### src/rtl/fp16_pkg.sv
// FP16 field layout and FSM states shared by the argmax stream unit
// and its order comparator.
package fp16_pkg;

  localparam int WIDTH    = 16;
  localparam int EXP_BITS = 5;
  localparam int MAN_BITS = 10;

  typedef struct packed {
    logic                sign;
    logic [EXP_BITS-1:0] exponent;
    logic [MAN_BITS-1:0] mantissa;
  } fp16_t;

  typedef enum logic [1:0] {
    FIRST,
    ACCUM,
    DONE
  } argmax_state_e;

endpackage

### src/rtl/fp16_order_gt.sv
// Strict FP16 "a > b" under the sign-magnitude total order on raw bits
// (-0 < +0, NaN/Inf ordered purely by bit pattern).
module fp16_order_gt
  import fp16_pkg::*;
(
  input  fp16_t a,
  input  fp16_t b,
  output logic  a_gt_b
);

  logic [EXP_BITS+MAN_BITS-1:0] mag_a;
  logic [EXP_BITS+MAN_BITS-1:0] mag_b;

  assign mag_a = {a.exponent, a.mantissa};
  assign mag_b = {b.exponent, b.mantissa};

  // Between negatives the smaller magnitude is the larger number.
  always_comb begin
    if (a.sign != b.sign) begin
      a_gt_b = b.sign;
    end else if (!a.sign) begin
      a_gt_b = (mag_a > mag_b);
    end else begin
      a_gt_b = (mag_a < mag_b);
    end
  end

endmodule

### src/rtl/fp16_argmax_stream.sv
// Streaming FP16 max/min reduction: one element per cycle in, one
// value/index/count result beat per vector out, held until accepted.
module fp16_argmax_stream #(
  parameter int IDX_W = 8,
  parameter int WIDTH = 16
) (
  input  logic             clk_i,
  input  logic             rst_ni,
  input  logic             mode_i,
  input  logic             in_valid_i,
  output logic             in_ready_o,
  input  logic [WIDTH-1:0] in_data_i,
  input  logic             in_last_i,
  output logic             out_valid_o,
  input  logic             out_ready_i,
  output logic [WIDTH-1:0] out_value_o,
  output logic [IDX_W-1:0] out_idx_o,
  output logic [IDX_W:0]   out_count_o,
  output logic             out_trunc_o
);

  import fp16_pkg::*;

  argmax_state_e    state_q, state_d;
  logic [WIDTH-1:0] value_q;
  logic [IDX_W-1:0] idx_q;
  logic [IDX_W:0]   cnt_q;
  logic             mode_q;
  logic             trunc_q;

  logic  in_fire;
  logic  at_limit;
  logic  new_wins;
  fp16_t cmp_a;
  fp16_t cmp_b;

  // in_ready_o is gated by rst_ni so it stays low while reset is held.
  assign in_ready_o  = rst_ni && (state_q != DONE);
  assign out_valid_o = (state_q == DONE);
  assign in_fire     = in_valid_i && in_ready_o;
  assign at_limit    = (cnt_q == {1'b0, {IDX_W{1'b1}}});

  // Min mode swaps the operands so a single strict comparator serves both.
  assign cmp_a = mode_q ? fp16_t'(value_q)   : fp16_t'(in_data_i);
  assign cmp_b = mode_q ? fp16_t'(in_data_i) : fp16_t'(value_q);

  fp16_order_gt u_order_gt (
    .a      (cmp_a),
    .b      (cmp_b),
    .a_gt_b (new_wins)
  );

  always_ff @(posedge clk_i or negedge rst_ni) begin
    if (!rst_ni) begin
      state_q <= FIRST;
    end else begin
      state_q <= state_d;
    end
  end

  always_comb begin
    state_d = state_q;
    unique case (state_q)
      FIRST: begin
        if (in_fire) begin
          state_d = in_last_i ? DONE : ACCUM;
        end
      end
      ACCUM: begin
        if (in_fire && (in_last_i || at_limit)) begin
          state_d = DONE;
        end
      end
      DONE: begin
        if (out_ready_i) begin
          state_d = FIRST;
        end
      end
      default: state_d = FIRST;
    endcase
  end

  // The held index of a new element is the running count before increment.
  always_ff @(posedge clk_i or negedge rst_ni) begin
    if (!rst_ni) begin
      value_q <= '0;
      idx_q   <= '0;
      cnt_q   <= '0;
      mode_q  <= 1'b0;
      trunc_q <= 1'b0;
    end else begin
      unique case (state_q)
        FIRST: begin
          if (in_fire) begin
            value_q <= in_data_i;
            idx_q   <= '0;
            cnt_q   <= (IDX_W+1)'(1);
            mode_q  <= mode_i;
            trunc_q <= 1'b0;
          end
        end
        ACCUM: begin
          if (in_fire) begin
            if (new_wins) begin
              value_q <= in_data_i;
              idx_q   <= cnt_q[IDX_W-1:0];
            end
            cnt_q <= cnt_q + (IDX_W+1)'(1);
            if (at_limit && !in_last_i) begin
              trunc_q <= 1'b1;
            end
          end
        end
        DONE: begin
          if (out_ready_i) begin
            trunc_q <= 1'b0;
          end
        end
        default: ;
      endcase
    end
  end

  assign out_value_o = value_q;
  assign out_idx_o   = idx_q;
  assign out_count_o = cnt_q;
  assign out_trunc_o = trunc_q;

endmodule

### config.mk
export PLATFORM = sky130hd
export DESIGN_NAME = fp16_argmax_stream
export DESIGN_NICKNAME = d
export VERILOG_FILES = /design/src/rtl/fp16_pkg.sv /design/src/rtl/fp16_order_gt.sv /design/src/rtl/fp16_argmax_stream.sv
export SDC_FILE = /design/constraint.sdc
export NUM_CORES = 1
export LEC_CHECK = 0
export ABC_CLOCK_PERIOD_IN_PS = 3940
export CAP_MARGIN = 0
export CORE_ASPECT_RATIO = 0.7
export CORE_MARGIN = 2
export CORE_UTILIZATION = 57
export CTS_CLUSTER_DIAMETER = 50
export DETAILED_ROUTE_END_ITERATION = 8
export DONT_BUFFER_PORTS = 1
export PLACE_DENSITY_LB_ADDON = 0.3
export SYNTH_ARGS = -nofsm -noshare
export SYNTH_HDL_FRONTEND = slang
export SYNTH_SLANG_ARGS = --single-unit
### constraint.sdc
create_clock -name clk_i -period 3.94 [get_ports clk_i]
set_clock_uncertainty 0.2 [all_clocks]
set_input_delay 0.788 -clock clk_i [delete_from_list [all_inputs] [get_ports clk_i]]
set_output_delay 0.788 -clock clk_i [all_outputs]
set_load 0.02 [all_outputs]
### Yosys cells after proc, flatten, opt, wreduce, memory -nomap -nowiden

Cells that the tools add are included.

* register bits: 37
* logic and storage cells: 59

* $add $sub $neg: 1
* order comparisons: 2
* equal/unequal tests: 11
* multiplexer cells: 25
* reduce and logical (&&, ||, !) cells: 14

Operators with widths (number)
* 2-to-1 mux 16 bit: 5
* one-hot mux 16 bit (2 select lines): 1
* 2-to-1 mux 8 bit: 3
* 2-to-1 mux 9 bit: 2
* one-hot mux 9 bit (2 select lines): 1
* one-hot mux 8 bit (2 select lines): 1
* > comparator 15 bit: 1
* less-than comparator 15 bit: 1
* inequality test 2 bit (second input constant): 6
* adder 9 x 1 -> 9 bit (second input constant): 1
* equality test 9 x 8 -> 1 bit (second input constant): 1
* 2-to-1 mux 2 bit: 4
* 2-to-1 mux 1 bit: 6
* one-hot mux 2 bit (3 select lines): 1
* AND reduction 3 bit: 2
* AND reduction 5 bit: 1
* logical AND 1 bit: 4
* AND reduction 4 bit: 1
* one-hot mux 1 bit (3 select lines): 1
* nonzero test 3 bit: 1
* equality test 2 x 1 -> 1 bit (second input constant): 1
* equality test 2 bit (second input constant): 1
* zero test 2 bit: 1
* inequality test 2 x 1 -> 1 bit (second input constant): 1
* 5 further kinds: 5

### Logic depth before layout (Yosys ltp)

Gate-level depths: netlist of the first run.

* depth after elaboration: 7
* gate-level depth with buffers: 13
* mapped depth without buffers: 9

### Hierarchy

From an unflattened synthesis of the first run, not the netlist that was laid out.

* cell total of the unflattened synthesis: 239
* area total of the unflattened synthesis: 2531.2 um^2

By module, submodules not included
* fp16_argmax_stream: instances 1, cells an instance 182, area an instance 2084.5 um^2, sequential area each 925.9 um^2
* fp16_order_gt: instances 1, cells an instance 57, area an instance 446.7 um^2, sequential area each 0.0 um^2

### Least setup slack after synthesis of the first run

Ideal clock, no wire load.

* kind: register to register
* start point: reg mode_q
* end point: reg value_q[0], in the netlist out_value_o[0]
* arrival: 3409 ps
* slack: 206 ps
* cell stages (with the launch flop): 14
* cells stage by stage: dfrtp_1 -> buf_6 -> clkbuf_1 -> clkbuf_1 -> mux2i_1 -> ha_1 -> nand3_1 -> nor4_2 -> o21a_1 -> a2bb2oi_2 -> o221a_1 -> buf_6 -> buf_12 -> mux2_4

* cells in the longest elaborated chain, start to end: 6

Ends and longest elaborated chain
* start, declared: line fp16_argmax_stream.sv:28 `logic mode_q;`
* start signal, assigned: line fp16_argmax_stream.sv:98 `mode_q <= mode_i;`
* 2-to-1 mux 16 bit, on equally long branches: line fp16_argmax_stream.sv:44, fp16_argmax_stream.sv:45
* > comparator 15 bit or less-than comparator 15 bit (tied branches): line fp16_order_gt.sv:22, fp16_order_gt.sv:24
* 2-to-1 mux 1 bit: line fp16_order_gt.sv:21 `end else if (!a.sign) begin`
* 2-to-1 mux 1 bit (*): line fp16_order_gt.sv:19 `if (a.sign != b.sign) begin`
* inequality test 2 bit (no source line) (*)
* AND reduction 4 bit (no source line) (*)
* end signal, assigned: line fp16_argmax_stream.sv:95 `value_q <= in_data_i;`
* end signal, assigned: line fp16_argmax_stream.sv:105 `value_q <= in_data_i;`
* end, declared: line fp16_argmax_stream.sv:25 `logic [WIDTH-1:0] value_q;`

Mark *: on every way between the ends. The rest lies on a longest branch, timed or not.
A chain may end at the register's enable or synchronous reset.

### Worst setup path after layout of the first run

* start point: reg mode_q
* end point: reg value_q[6], in the netlist out_value_o[6]

The elaborated chain is that of the path after synthesis.

==> flow_summary.yaml, run 1 <==
critical_path:
  cpPeakStageDelay_ps: 680
  cp_top_family: "compound AO/OA/AOI/OAI gates"
  path_common_cell: "mux2_2"
  crit_path_cell_trace: "buf_12 > mux2_2 > ha_1 > nand4_1 > a21oi_1 > o21a_1 > a2bb2oi_2 > o221a_1 > buf_4 > mux2_2"
  crit_slowest_cell: "dfrtp_1"
  cp-start-kind: "register"
  path_buf_inv: 2
  critPathMaxFanout: 23
  critPathRequiredTime_ps: 3910
  reg2reg_slack_ps: 470
  worstRegToRegCells: 10
  cp.depth: 10
  reg2reg_to: "out_value_o[6]"
  arrival_ps: 3440
  cp-end-kind: "register"
  critical_path_class: "reg2reg"
  r2r-start: "mode_q"
global_routing:
  grt_util_met2_pct: 33.5
  grt_max_degree: 38
  grt_antenna_before_repair: 0
  grt_util_all_layers_pct: 23.8
  grt_pass1_wl_mm: 8.76
  grt_overflow: 0
  grt_use_met3_pct: 7.16
  met1_usage_pct: 35.4
  grt_pass1_vias: 1803
  grt-busiest-layer: "met1"
clock_tree:
  clkLatencyLatePin_ps: 290
  cts_tree: "yes"
  cts.path.max_buffers: 2
  ctsResizeCount: 0
  path_clk_slew_ps: 80
  cts_buffers: 5
  cts.sinks: 37
  htree_levels: 2
  cts_hold_buf: 1
  cts-root-buf: "clkbuf_8"
  post_cts_buffers: 0
die:
  start_util_pct: 61.0
  core_area_um2: 4040
  ioPinCount: 58
  die-area_um2: 4870
  die_h_um: 59.0
  placementRows: 19
  die_x_um: 82.6
final_layout:
  fin_area_um2: 2630
  antenna_cells: 0
  ff_latch_area_um2: 926
  syn2layout_area_growth_pct: 6.80
  n_fill_cell: 314
  multiInputGateArea_um2: 1450
  layout-drive-gt1-share_pct: 21.1
  post-route-util_pct: 65.1
  nets: 279
placement:
  dpl_cell_area_um2: 2510
  io_buffers: 0
  dp_slack_ps: 479
  gp_congestion: 0.776
  dp_hpwl_mm: 3.78
synth:
  synth_nets: 277
  seq_area_frac_synth_pct: 37.6
  ys_top_cells_by_area: "dfrtp_1 38%, mux2_2 10%, ha_1 8.1%"
  synth_top_area_share_pct: 37.6
  syn_inst: 239
  ys_warn_count: 0
  synth.most_common_cell: "dfrtp_1"
  synth_common_cells: "37 x dfrtp_1, 31 x nand2_1, 22 x mux2_2"
  netlist_area_um2: 2460
  synth_ff_type: "dfrtp_1"
  synth_top_area_cell: "dfrtp_1"
  syn_avg_cell_area_um2: 10.3
  synth-edff-count: 0
  postSynth.asyncResetShare_pct: 100
  synth.distinct_cells: 39
  ys_ff_latch: 37
detailed_routing:
  wl_mm: 5.34
  vias: 1818
  drcViolationCount: 0
  wl_per_cell_um: 18.2
  drt_iter0_markers: 105
  via_per_inst: 6.18
  ant_nets: 0
  dr.pass1.iters: 4
sta:
  setup_slack_ps: 473
  period_needed_ps: 3470
  max_slew_margin_pct: 64.6
  tightest_slew_ps: 531
  final-hold-violation-count: 0
  fin_crit_sh_pct: 88.0
  fmax_mhz: 288
  setup_violations: 0
  tns_ps: 0
  rsz0062_at_grt: "no"
  maxSlewViolCount: 0
outcome:
  outcome: "finished clean"
pwr:
  p_sw_uw: 852
  p_leak_nw: 1.18
  peakVddDrop_mv: 0.519
  p_int_mw: 1.09
  power.density_nw_per_um2: 736
  power_frac_comb_pct: 42.7
  seqPwrFrac_pct: 42.0
  p_sw_share_pct: 44.0
  pwr-share-clk_pct: 15.2
job:
  drv_cap: 0
worst_hold_path:
  hp-class: "in2async"
-- power by group through the flow --
| stage | Combinational [mW] | Sequential (mW) | Clock, mW |
|---|---|---|---|
| finish | 0.828 | 0.814 | 0.295 |
| global route | 0.922 | 0.841 | 0.316 |
| CTS | 0.832 | 0.815 | 0.299 |
| detailed placement | 0.807 | 0.821 | 0 |
| global placement | 0.784 | 0.811 | 0 |
| floorplan | 0.684 | 0.758 | 0 |
-- layout by cell type (no fill, tap or decap), types with 8 or more instances in the layout --
cell and count:
nand2_1 31, nand3_1 8, a21oi_1 10, mux2i_1 14
mux2_2 22, and3_1 10, ha_1 16, o211ai_1 16
nor2_1 11, mux2_4 10, o21ai_0 11, dfrtp_1 37
-- flip-flops by register name, indices dropped and copies added (netlist names) --
| name | count |
|---|---|
| state_q | 2 |
| out_idx_o | 8 |
| out_value_o | 16 |
| out_trunc_o | 1 |
| out_count_o | 9 |
| mode_q | 1 |
-- stage by stage --
stage               hold WS (ps)  total power [mW]  cells
finish                       129              1.94    294
global route                 136              2.08    294
CTS                          134              1.95    294
detailed placement           293              1.63    285
global placement             293              1.60    285
floorplan                    283              1.44    239
-- cell families (layout without fill, tap and decap cells) --
family          after synthesis  after routing  synth area share (%)
simple gates                 71             71                  13.8
buf+inv                      16             19                  3.71
xor+xnor                      1              1                 0.355
fa+ha+maj                    16             16                  8.12
mux                          47             47                  22.3
flops                        37             37                  37.6
compound gates               51             51                  14.2
-- final cells by class --
cell class | instances | share of cell area, %
clock inverters | 1 | 0.190
clock buffers | 7 | 3.66
inverters | 4 | 0.570
multi-input cells | 186 | 55.0
flip-flops and latches | 37 | 35.2
well taps | 52 | 2.47
repair buffers | 7 | 2.95
-- per-layer routing --
layer  up-vias  share of wire [%]
li1        899                  -
met1       855                 48
met2        60                 44
met3         4                7.5
met4         0               0.65
met5         -                  0
-- worst max path at each step --
stage | startpoint | slack [ps] | to
6_report | mode_q | 470 | out_value_o[6]
3_3_place_gp | mode_q | 590 | out_value_o[3]
3_5_place_dp | mode_q | 480 | out_value_o[6]
5_1_grt | mode_q | 280 | out_value_o[6]
2_1_floorplan | mode_q | 210 | out_value_o[0]
4_1_cts | mode_q | 460 | out_value_o[6]
Note: power is estimated with default switching activity, not from simulation.
==> inputs of run 2 (changes only) <==
BUFFER_PORTS_ARGS = -buffer_cell sky130_fd_sc_hd__buf_2   (was unset)
CORE_UTILIZATION = 49   (was 57)
DONT_BUFFER_PORTS = unset   (was 1)
==> run 2 against run 1 <==
Effect of this change: worst setup slack lost 35 ps; power up 2.7%; critical path type unchanged; register-to-register slack got worse by 40 ps; non-clock buffer count is 59 higher; die area increased by 15%; flip-flop and latch count stayed put; critical path depth shrank 1; combinational power up 34%; first-iteration DRC count shrank 24%; critical endpoint is now out_value_o[15]; sequential power decreased by 21%; via count grew 8.6%; worst hold slack better by 110 ps.
==> flow_summary.yaml, run 2 (synthesized netlist as in run 1, its figures left out) <==
outcome:
  outcome: "finished clean"
clock_tree:
  post_cts_buffers: 0
  cts-root-buf: "clkbuf_8"
  cts.sinks: 37
  cts_buffers: 5
  cts.path.max_buffers: 2
  path_clk_slew_ps: 70
  clkLatencyLatePin_ps: 290
  cts_hold_buf: 0
  htree_levels: 2
  ctsResizeCount: 0
  cts_tree: "yes"
sta:
  tns_ps: 0
  tightest_slew_ps: 597
  fmax_mhz: 286
  fin_crit_sh_pct: 88.9
  period_needed_ps: 3500
  final-hold-violation-count: 0
  maxSlewViolCount: 0
  max_slew_margin_pct: 60.2
  setup_violations: 0
  rsz0062_at_grt: "no"
global_routing:
  grt_antenna_before_repair: 0
  grt_overflow: 0
  grt_max_degree: 29
  grt_use_met3_pct: 4.59
  grt-busiest-layer: "met1"
  grt_util_all_layers_pct: 20.0
  grt_pass1_vias: 1767
  grt_util_met2_pct: 26.7
  met1_usage_pct: 31.8
  grt_pass1_wl_mm: 8.73
die:
  die_h_um: 63.3
  die-area_um2: 5620
  die_x_um: 88.8
  core_area_um2: 4810
  ioPinCount: 58
  placementRows: 21
  start_util_pct: 51.3
final_layout:
  layout-drive-gt1-share_pct: 36.1
  final_common_cell: "buf_2"
  final_cell_mix: "57 x buf_2, 37 x dfrtp_1, 31 x nand2_1, 22 x mux2_2"
  syn2layout_area_growth_pct: 17.7
  nets: 338
  largest_register_ffs: 16
  antenna_cells: 0
  post-route-util_pct: 60.3
pwr:
  p_sw_uw: 855
  p_int_mw: 1.14
  p_leak_nw: 1.42
  seqPwrFrac_pct: 32.2
  power.density_nw_per_um2: 686
  power_frac_comb_pct: 55.5
  peakVddDrop_mv: 0.326
  p_sw_share_pct: 43.0
  pwr-share-clk_pct: 12.3
critical_path:
  path_common_cell: "mux2_2"
  crit_path_cell_trace: "mux2_2 > ha_1 > nand3_1 > nor4_2 > o21a_1 > a2bb2oi_2 > o221a_1 > buf_4 > mux2_2"
  cpPeakStageDelay_ps: 720
  crit_slowest_cell: "dfrtp_1"
  arrival_ps: 3470
  critical_path_class: "reg2reg"
  critPathRequiredTime_ps: 3910
  critPathMaxFanout: 16
  cp-start-kind: "register"
  cp-end-kind: "register"
detailed_routing:
  wl_mm: 5.18
  drcViolationCount: 0
  wl_per_cell_um: 14.1
  vias: 1975
  via_per_inst: 5.37
  ant_nets: 0
  drt_iter0_markers: 80
  dr.pass1.iters: 4
job:
  drv_cap: 0
worst_hold_path:
  hp-class: "in2async"
placement:
  dp_hpwl_mm: 3.90
  io_buffers: 57
  gp_congestion: 0.743
==> run 2: changes by cell type in the layout (fill, tap and decap cells not counted), sizes merged <==
cell | before | now
buf | 7 | 66
clkbuf | 7 | 5
==> run 2: routing by layer <==
layer,vias up,part of all wire (%)
met5,-,0
met4,0,0.73
met3,5,5.2
met2,53,43
met1,913,51
li1,1004,-
==> run 2: critical path, delay by kind of cell, from the launching register on <==
kind | cells | cell delay (ps)
fa+ha+maj | 1 | 310
buf+inv | 1 | 270
simple gates | 2 | 520
mux | 2 | 770
compound gates | 3 | 580
flops | 1 | 720
==> run 2: through the flow <==
stage | instance area, um2 | setup WS (ps) | power, mW | hold WS, ps | std cells
after floorplan | 2460 | 206 | 1.44 | 283 | 239
after global placement | 2830 | 472 | 1.72 | 283 | 362
after detailed placement | 2830 | 426 | 1.75 | 318 | 362
after CTS | 2900 | 411 | 2.00 | 249 | 368
after global routing | 2900 | 256 | 2.16 | 273 | 368
final | 2900 | 437 | 1.99 | 240 | 368
==> run 2: power groups by stage <==
stage / Sequential (mW) / Combinational [mW] / Clock, mW
2_1_floorplan: 0.758 / 0.684 / 0
3_3_place_gp: 0.640 / 1.08 / 0
3_5_place_dp: 0.647 / 1.10 / 0
4_1_cts: 0.641 / 1.11 / 0.249
5_1_grt: 0.665 / 1.23 / 0.265
6_report: 0.641 / 1.11 / 0.244
==> run 2: layout make-up <==
cell class                      count  area, um2
Sequential cell                    37        926
Clock inverter                      1       5.00
Clock buffer                        5       68.8
Multi-Input combinational cell    186       1450
Tap cell                           69       86.3
Fill cell                         433       1910
Timing Repair Buffer               66        353
Inverter                            4       15.0
==> run 2: final timing paths <==
check	startpoint	end	slack [ps]	depth (start not counted)
setup / recovery	mode_q	out_value_o[15]	440	9
hold / removal	rst_ni	out_idx_o[3]	240	1
setup reg to reg	mode_q	out_value_o[15]	440	9
hold reg to reg	out_idx_o[6]	out_idx_o[6]	330	2
max in group asynchronous	rst_ni	mode_q	2670	2
min in group clk_i	out_idx_o[6]	out_idx_o[6]	330	2
